## src/rtl/beat_ctrl_pkg.sv

```systemverilog
// Shared types and constants for the beat controller: controller states,
// one-hot beat encodings and the mode select values.
package beat_ctrl_pkg;

  typedef enum logic [1:0] {
    IDLE = 2'd0,
    RUN  = 2'd1,
    STEP = 2'd2
  } state_e;

  typedef enum logic [2:0] {
    B_NONE = 3'b000,
    B_T1   = 3'b001,
    B_T2   = 3'b010,
    B_T3   = 3'b100
  } beat_e;

  localparam logic MODE_RUN  = 1'b0;
  localparam logic MODE_STEP = 1'b1;

endpackage

```

## src/rtl/fall_det.sv

```systemverilog
// Falling-edge detector: registered previous value (reset high) and a
// one-cycle event whenever the previous value was high and the input is low.
module fall_det (
  input  logic clk_i,
  input  logic rst_n_i,
  input  logic sig_i,
  output logic fall_o
);

  logic prev_q;
  logic armed_q;

  // NOTE: sequential state uses non-blocking assignments so every flop
  // samples the pre-edge values, independent of statement order.
  always_ff @(posedge clk_i) begin
    if (!rst_n_i) begin
      prev_q  <= 1'b1;
      armed_q <= 1'b0;
    end else begin
      prev_q  <= sig_i;
      armed_q <= 1'b1;
    end
  end

  // armed_q masks the first cycle after reset so a level held low through
  // reset release is not mistaken for a fresh press.
  assign fall_o = armed_q & prev_q & ~sig_i;

endmodule

```

## src/rtl/beat_ctrl.sv

```systemverilog
// Machine-cycle beat controller: issues t1/t2/t3 beats in continuous RUN or
// single-cycle STEP mode, finishing every cycle through t3 before stopping.
module beat_ctrl
  import beat_ctrl_pkg::*;
#(
  parameter int CNT_W = 8
) (
  input  logic             CLK,
  input  logic             nRst,
  input  logic             nSTART,
  input  logic             nSTOP,
  input  logic             mode,
  input  logic             halt,
  output logic             t1,
  output logic             t2,
  output logic             t3,
  output logic             busy,
  output logic             done,
  output logic [CNT_W-1:0] cyc_cnt
);

  state_e           state_q, state_d;
  beat_e            beat_q, beat_d;
  logic             stop_pend_q, stop_pend_d;
  logic             done_q, done_d;
  logic [CNT_W-1:0] cnt_q, cnt_d;
  logic             start_evt, stop_evt;

  fall_det u_start_det (
    .clk_i   (CLK),
    .rst_n_i (nRst),
    .sig_i   (nSTART),
    .fall_o  (start_evt)
  );

  fall_det u_stop_det (
    .clk_i   (CLK),
    .rst_n_i (nRst),
    .sig_i   (nSTOP),
    .fall_o  (stop_evt)
  );

  // NOTE: every variable gets a default before the case so no path leaves
  // it unassigned, which would otherwise infer a latch.
  always_comb begin
    state_d     = state_q;
    beat_d      = beat_q;
    stop_pend_d = stop_pend_q;
    done_d      = 1'b0;
    cnt_d       = cnt_q;

    unique case (state_q)
      IDLE: begin
        beat_d = B_NONE;
        if (start_evt && !stop_evt) begin
          state_d = (mode == MODE_STEP) ? STEP : RUN;
          beat_d  = B_T1;
        end
      end
      RUN, STEP: begin
        // A stop arriving in the t3 cycle itself still ends that cycle.
        if (state_q == RUN && stop_evt) stop_pend_d = 1'b1;
        unique case (beat_q)
          B_T1: beat_d = B_T2;
          B_T2: beat_d = B_T3;
          B_T3: begin
            cnt_d = cnt_q + CNT_W'(1);
            if (state_q == STEP || stop_pend_d || halt) begin
              state_d     = IDLE;
              beat_d      = B_NONE;
              done_d      = 1'b1;
              stop_pend_d = 1'b0;
            end else begin
              beat_d = B_T1;
            end
          end
          default: begin
            state_d     = IDLE;
            beat_d      = B_NONE;
            stop_pend_d = 1'b0;
          end
        endcase
      end
      default: begin
        state_d     = IDLE;
        beat_d      = B_NONE;
        stop_pend_d = 1'b0;
      end
    endcase
  end

  // NOTE: reset is synchronous and clears every state flop here; there are
  // no memories in this block that would need to be left unreset.
  always_ff @(posedge CLK) begin
    if (!nRst) begin
      state_q     <= IDLE;
      beat_q      <= B_NONE;
      stop_pend_q <= 1'b0;
      done_q      <= 1'b0;
      cnt_q       <= '0;
    end else begin
      state_q     <= state_d;
      beat_q      <= beat_d;
      stop_pend_q <= stop_pend_d;
      done_q      <= done_d;
      cnt_q       <= cnt_d;
    end
  end

  assign t1      = beat_q[0];
  assign t2      = beat_q[1];
  assign t3      = beat_q[2];
  assign busy    = (state_q != IDLE);
  assign done    = done_q;
  assign cyc_cnt = cnt_q;

endmodule

```

## config.mk

```make
export PLATFORM = sky130hd
export DESIGN_NAME = beat_ctrl
export DESIGN_NICKNAME = d
export VERILOG_FILES = /design/src/rtl/beat_ctrl_pkg.sv /design/src/rtl/fall_det.sv /design/src/rtl/beat_ctrl.sv
export SDC_FILE = /design/constraint.sdc
export NUM_CORES = 1
export LEC_CHECK = 0
export ABC_AREA = 1
export ABC_CLOCK_PERIOD_IN_PS = 1500
export BUFFER_PORTS_ARGS = -buffer_cell sky130_fd_sc_hd__buf_2
export CAP_MARGIN = 0
export CORE_AREA = 2 2 55 68
export DETAILED_ROUTE_END_ITERATION = 10
export DIE_AREA = 0 0 57 70
export GPL_TIMING_DRIVEN = 0
export SLEW_MARGIN = 30
export SYNTH_ARGS = -nofsm -noshare
export SYNTH_HDL_FRONTEND = slang
export SYNTH_SLANG_ARGS = --single-unit
```

## constraint.sdc

```tcl
create_clock -name CLK -period 1.5 [get_ports CLK]
set_input_delay 0.45 -clock CLK [delete_from_list [all_inputs] [get_ports CLK]]
set_output_delay 0.45 -clock CLK [all_outputs]
set_load 0.01 [all_outputs]
```

* Word-level counts from Yosys, hierarchy flattened *
Cells that the tools add are included.

word-level totals
  bits of input ports = 6
  flip-flop bits (word level) = 18
  word-level logic and storage cells = 51
  output and inout port bits = 13

operators by class
  equal/unequal tests = 8
  multiplexer cells = 16
  reductions and logical operators = 12
  add/subtract/negate cells = 1
  bitwise logic cells = 6

operator list
  kind                 count
  $pmux 3 s3           1
  $add 8x1->8 const B  1
  $pmux 2 s2           2
  $mux 1               7
  $mux 2               3
  $pmux 3 s2           1
  $reduce_and 3->1     2
  $and 1x1->1          4
  $ne 2x2->1 const B   2
  $pmux 1 s2           2
  $reduce_or 2->1      2
  $eq 3x1->1 const B   1
  $eq 3x2->1 const B   1
  $eq 3x3->1 const B   1
  $ne 3x3->1 const B   1
  $eq 2x1->1 const B   1
  $eq 2x2->1 const B   1
  $logic_and 1x1->1    2
  $logic_not 2->1      1
  $logic_or 1x1->1     2
  $not 1->1            2
  $reduce_and 2->1     1
  $reduce_bool 2->1    1
  $logic_not 1->1      1

* Logic depth before layout (Yosys ltp) *
Gate-level depths: netlist of the first run.

  word-level depth = 10
  mapped depth = 10
  gate-level depth less buffers = 10

* Modules after synthesis *
A second synthesis of the first run with hierarchy kept.

unflattened totals
  cell total of the unflattened synthesis = 119
  area, all modules = 920.9 sq um

modules (own cells, without submodules)
  module     times used  cells an instance  area an instance (sq um)
  beat_ctrl  1           107                805.8
  fall_det   2           6                  57.6

* Least setup slack after synthesis of the first run *
Ideal clock, no wire load.

  kind = flip-flop to flip-flop
  start point = register state_q[0]
  end point = register state_q[0]
  path buffers = 0
  stages on the path, launching flop included = 10
  required time = 1.387 ns
  arrival = 1.356 ns
  setup time = 0.113 ns
  slack = 0.032 ns
  cell sequence = dfxtp_1 > inv_1 > ha_1 > nand2_2 > nor2_8 > inv_2 > nor2_2 > nor2_1 > nor2_1 > nor2_1

on the way
  word-level cells in the longest chain between the ends = 8

RTL lines
  item                               line                              source
  start: declaration                 beat_ctrl.sv:22                   state_e state_q, state_d;
  start signal: assignment           beat_ctrl.sv:102                  state_q <= state_d;
  $eq 2x1->1                         beat_ctrl.sv:52, beat_ctrl.sv:62
  $logic_and 1x1->1                  beat_ctrl.sv:62                   if (state_q == RUN && stop_evt) stop_pend_d = 1'b1;
  $mux 1                             beat_ctrl.sv:62
  $mux 1                             beat_ctrl.sv:52                   unique case (state_q)
  $logic_or 1x1->1 (2 in series)     beat_ctrl.sv:68                   if (state_q == STEP || stop_pend_d || halt) begin
  $ne 3x3->1 (no source line)        n/a
  $reduce_and 3->1 (no source line)  n/a

Parallel ways exist; a longest one is shown, timed or not. The select of a mux whose other input is x is not followed.
A chain may end at the register's enable or synchronous reset.

* Final worst setup path of the first run *
  start point = register state_q[1]
  end point = output busy

on the way
  word-level cells in the longest chain between the ends = 1

RTL lines
  item               line              source
  $reduce_bool 2->1  beat_ctrl.sv:113  assign busy = (state_q != IDLE);
  end: declaration   beat_ctrl.sv:17   output logic busy,

Every way passes these cells.

==> results.cfg, run 1 <==
[clocking]
postCtsHoldBufs = 0
cts_tree = built
cts_root_buf = clkbuf_8
cts_made_buffers = 3
cts.sinks = 18
htreeDepth = 1
clkTransAtPathRegs_ps = 70
cts_buffer_depth = 2
clk_latency_ps = 260

[final_layout]
final-instance-count-excl-fill = 201
drive_gt1_frac = 0.321
final_core_util = 0.361
antenna_cells = 0
fin_nets = 174
layout_common_cells = nand2_1, nor2_1, inv_1, buf_2, dfxtp_1
final_common_cell = nand2_1
area_growth_pct = 32.8

[global_routing]
grt_pass1_wl_mm = 3.23
grt_overflow = 0
grt_pass1_vias = 737
grt_max_degree = 11
grt_antenna_before_repair = 0
grt_usage = 0.104

[floorplanning]
dieArea_um2 = 3990
coreArea_um2 = 3420
die-width_um = 57
boundaryPins = 19
start_util = 0.272
rows = 24
fp.dieH_um = 70

[sta]
setup_ws_ps = 41.2
final-max-slew-violation-count = 0
holdWs_ps = 303
finalCritPeriodShare = 0.973
fin_setup_tns_ps = 0
skew_ps = 2.59
finalHoldViolations = 0
max_slew.worst_pin.slew_ps = 250
finalCriticalPeriod_ps = 1460
max_freq_ghz = 0.685
finalSetupViolCount = 0
timing.slew.headroom = 0.833

[synthesis]
synth_edf_count = 0
synth_ff_type = dfxtp_1
synth_warnings = 0
postSynthAreaPerCell_um2 = 6.99
yosysSeqAreaShare = 0.388
syn_nets = 144
syn-cell-area_um2 = 930
syn_inst = 133
async_reset_ff_frac = 0
ys_types = 22
ys_ff_latch = 18

[setup_path]
path_class = reg2out
critPathMaxFanout = 4
cp_data_required_time_ps = 1050
end_kind = primary output
cp.arrival_ps = 1010
startpoint_type = flop

[placed_design]
dp.final_hpwl_mm = 1.43
dp_worst_setup_slack_ps = -180
gp_congestion = 0.721
place_inst = 190
io_buffers = 18

[power]
power_density_nw_per_um2 = 1110
p_int_mw = 0.954
combPwrFrac = 0.319
leakage_nw = 0.615
clkPwrFrac = 0.296
p_switching_mw = 0.415
pwr-share-seq = 0.386
vdd_drop_max_mv = 0.951
swShare = 0.303

[route]
drt_pre_antenna_iters = 4
via_per_inst = 4.24
dr_total_vias = 853
drc_errors = 0
ant_nets = 0
drt_iter0_drc = 20
routed_wl_mm = 2.01
wl_per_cell_um = 10.0

[status]
status = finished, final reports clean

[job]
max_cap_violations = 0

[hold_path]
hold_class = in2reg
routing by layer:
| metal | up-vias | track usage | routed length (µm) |
|---|---|---|---|
| met5 | - | 0 | 0 |
| met4 | 0 | 0.0310 | 25 |
| met3 | 5 | 0.0444 | 111 |
| met2 | 16 | 0.176 | 981 |
| met1 | 368 | 0.117 | 891 |
| li1 | 464 | - | - |
cell type report:
class / count / area [µm²]
fillers: 386 / 2190
well taps: 39 / 48.8
plain buffers: 1 / 5.00
multi-input cells: 92 / 526
flip-flops and latches: 18 / 363
inverters: 22 / 85.1
clock buffers: 4 / 55.1
repair buffers: 25 / 153
cells in the mapped netlist, types with 2 or more instances:
cell type / instances / area (µm²)
a21oi_1: 4 / 20.0
nand2_1: 35 / 131
ha_1: 5 / 62.6
nor2_1: 22 / 82.6
nand3_1: 7 / 35.0
or2_2: 2 / 12.5
inv_1: 21 / 78.8
nand2_2: 2 / 12.5
nand4_1: 5 / 31.3
dfxtp_1: 18 / 360
cells by family (layout without fill, tap and decap cells):
| logic type | Yosys count | count (layout) | synth area share |
|---|---|---|---|
| compound gates | 7 | 7 | 0.0431 |
| fa+ha+maj | 5 | 5 | 0.0673 |
| buf+inv | 23 | 52 | 0.0942 |
| flops | 18 | 18 | 0.388 |
| simple gates | 80 | 80 | 0.408 |
through the flow:
step / power (mW) / instance area, µm²
floorplan: 0.746 / 930
global placement: 0.816 / 1070
detailed placement: 0.817 / 1070
CTS: 1.31 / 1170
global route: 1.45 / 1230
finish: 1.37 / 1230
worst max-delay path, cell delays in order (launching register included):
cell and delay [ps]:
dfxtp_2 340, inv_2 50, ha_4 170, inv_2 90
buf_6 100
sequential cells by signal (all words and copies together), names as in the netlist:
register and flops:
done 1, state_q 2, cyc_cnt 8, u_stop_det.armed_q 1, u_start_det.prev_q 1, beat_q 3
u_stop_det.prev_q 1, stop_pend_q 1
final timing paths:
kind | from | to | slack, ps | cells past startpoint
setup / recovery | state_q[1]$_SDFFE_PN0P_ | busy | 40 | 4
hold / removal | nRst | u_stop_det.armed_q$_DFF_P_ | 300 | 1
setup reg to reg | state_q[0]$_SDFFE_PN0P_ | state_q[0]$_SDFFE_PN0P_ | 60 | 9
hold reg to reg | cyc_cnt[7]$_SDFFE_PN0P_ | cyc_cnt[7]$_SDFFE_PN0P_ | 500 | 2
timing repair:
action | in CTS | in global routing
endpoints found under the setup margin | 7 | 6
gates resized for setup | 7 | 11
pin swaps | 1 | 5
setup buffers | 4 | 3
power groups by stage:
stage               sequential (mW)  clock [mW]  combinational [mW]
global route                  0.530       0.436               0.479
floorplan                     0.538           0               0.208
detailed placement            0.543           0               0.275
global placement              0.542           0               0.274
CTS                           0.526       0.419               0.361
finish                        0.528       0.405               0.436
Note: power is estimated with default switching activity, not from simulation.
==> run 2: changes to the inputs <==
Settings changed: CORE_AREA 2 2 55 68 to 2 2 55 67, DIE_AREA 0 0 57 70 to 0 0 57 69, SYNTH_HIERARCHICAL set to 1.
==> results.cfg, run 2 <==
[status]
status = finished, final reports clean

[job]
max_cap_violations = 0

[setup_path]
path_delay_family = flip-flops
cp.arrival_ps = 990
cpMostUsedCell = inv_2
regToRegSetupSlack_ps = 80
end_kind = primary output
cp_data_required_time_ps = 1050
rr_worst_depth = 7
critPathMaxFanout = 2
startpoint_type = flop
reg2reg_from = state_q[1]$_SDFFE_PN0P_
path_class = reg2out
crit_buf_inv = 3
critPathMaxStageDelay_ps = 340
path_depth = 4
r2r_end = cyc_cnt[6]$_SDFFE_PN0P_
path_cells = inv_2 > ha_4 > inv_2 > buf_2
slowest_stage = dfxtp_2

[power]
leakage_nw = 0.555
combPwrFrac = 0.103
clkPwrFrac = 0.360
vdd_drop_max_mv = 0.542
pwr-share-seq = 0.537
p_switching_mw = 0.223
power_density_nw_per_um2 = 823
p_int_mw = 0.748
p_total_mw = 0.971
swShare = 0.230

[synthesis]
yosys.area.top_type = dfxtp_1
syn_nets = 130
synth.top_cell.area_share = 0.413
synth_edf_count = 0
ys_types = 21
syn_inst = 119
yosysSeqAreaShare = 0.413
synth_ff_type = dfxtp_1
ys_ff_latch = 19
postSynthAreaPerCell_um2 = 7.74
async_reset_ff_frac = 0
syn-cell-area_um2 = 921
synth.cells.most_frequent = nand2_1, dfxtp_1, inv_1
synthTopCellsByArea = dfxtp_1, nand2_1, inv_1
synth_warnings = 6
yosysMostFrequentCell = nand2_1

[global_routing]
grt_pass1_vias = 786
grt_usage = 0.0995
grt_pass1_wl_mm = 3.24
grt_max_degree = 11
grt_antenna_before_repair = 0
grt_overflow = 0

[sta]
holdWs_ps = 359
rsz0062_at_grt = yes
finalSetupViolCount = 0
setup_ws_ps = 64.5
finalHoldViolations = 0
finalCriticalPeriod_ps = 1440
max_slew.worst_pin.slew_ps = 268
skew_ps = 4.87
timing.slew.headroom = 0.819
max_freq_ghz = 0.697
final-max-slew-violation-count = 0
finalCritPeriodShare = 0.957
fin_setup_tns_ps = 0

[clocking]
cts_tree = built
htreeDepth = 1
clk_latency_ps = 250
cts_made_buffers = 3
postCtsHoldBufs = 0
cts_buffer_depth = 2
clkTransAtPathRegs_ps = 70
cts.sinks = 19
cts_root_buf = clkbuf_8

[route]
drt_iter0_drc = 18
drt_pre_antenna_iters = 4
wl_per_cell_um = 10.2
dr_total_vias = 808
drc_errors = 0
routed_wl_mm = 1.87
via_per_inst = 4.39
ant_nets = 0

[final_layout]
multi_input_area_um2 = 468
layout_common_cells = nand2_1, buf_2, dfxtp_1, inv_1, nor2_1
drive_gt1_frac = 0.333
area_growth_pct = 28.1
fin_nets = 159
antenna_cells = 0
final-instance-count-excl-fill = 184
fillers = 358
seq_area_um2 = 383
largest_register_ff_count = 8
final_common_cell = nand2_1

[floorplanning]
rows = 23
fp.dieH_um = 69
dieArea_um2 = 3930
start_util = 0.281
die-width_um = 57
coreArea_um2 = 3280
boundaryPins = 19

[hold_path]
hold_class = in2reg
holdPathEnd = u_stop_det/armed_q$_DFF_P_
whs_path_depth = 1
hold_start = nRst

[placed_design]
gp_congestion = 0.680
place_inst = 174
dp.final_hpwl_mm = 1.36
dp_worst_setup_slack_ps = -42.6
io_buffers = 18
[run 2: cell types whose count changed after synthesis, moves of 2 or more]
cell and change:
nand2_1 -12, nor2_1 -10, a21oi_1 +3, nand4_1 -3
o21ai_0 +3, inv_1 -2, nor2_2 +2, nor3_1 +2
nor3_4 +2, o21ai_1 +2, or2_2 -2
[run 2: logic make-up after synthesis]
logic type / share of synthesized area
DFF: 0.413
AOI/OAI and AO/OA: 0.0856
buffers and inverters: 0.0978
adders and majority gates: 0.0679
and+or+nand+nor: 0.336
[run 2: worst max path at each step]
stage | startpoint | endpoint | slack [ps]
after floorplan | state_q[0]$_SDFFE_PN0P_ | state_q[0]$_SDFFE_PN0P_ | 110
after CTS | state_q[0]$_SDFFE_PN0P_ | busy | 20
after detailed placement | state_q[0]$_SDFFE_PN0P_ | state_q[0]$_SDFFE_PN0P_ | -40
final | state_q[1]$_SDFFE_PN0P_ | busy | 60
after global routing | state_q[1]$_SDFFE_PN0P_ | cyc_cnt[7]$_SDFFE_PN0P_ | -20
after global placement | state_q[0]$_SDFFE_PN0P_ | state_q[0]$_SDFFE_PN0P_ | -9
[run 2: area by class of cell]
class,instances,share of cell area
Timing Repair Buffer,24,0.125
Clock buffer,4,0.0382
Tap cell,37,0.0392
Sequential cell,19,0.324
Multi-Input combinational cell,78,0.397
Buffer,1,0.00954
Inverter,21,0.0668
[run 2: layer usage]
layer,GRT usage,wire [µm],share of wire,up-vias
met3,0.0169,62,0.033,2
met4,0.0336,15,0.0080,0
met1,0.114,823,0.44,361
li1,-,-,-,431
met5,0,0,0,-
met2,0.181,971,0.52,14
[run 2: stage by stage]
stage,area (µm²),util
2_1_floorplan,921,-
3_3_place_gp,1060,0.322
3_5_place_dp,1060,0.322
4_1_cts,1130,0.344
5_1_grt,1180,0.360
6_report,1180,0.360
[run 2: power by group through the flow]
stage | Sequential [mW] | Clock (mW) | Combinational (mW)
6_report | 0.521 | 0.350 | 0.0998
4_1_cts | 0.520 | 0.359 | 0.0894
5_1_grt | 0.522 | 0.381 | 0.111
2_1_floorplan | 0.532 | 0 | 0.0581
3_5_place_dp | 0.533 | 0 | 0.0807
3_3_place_gp | 0.532 | 0 | 0.0797
[run 2: timing repair]
item	CTS	global route
endpoints found under the setup margin	7	8
setup buffers	3	3
pin swaps	0	2
resized for setup	3	5
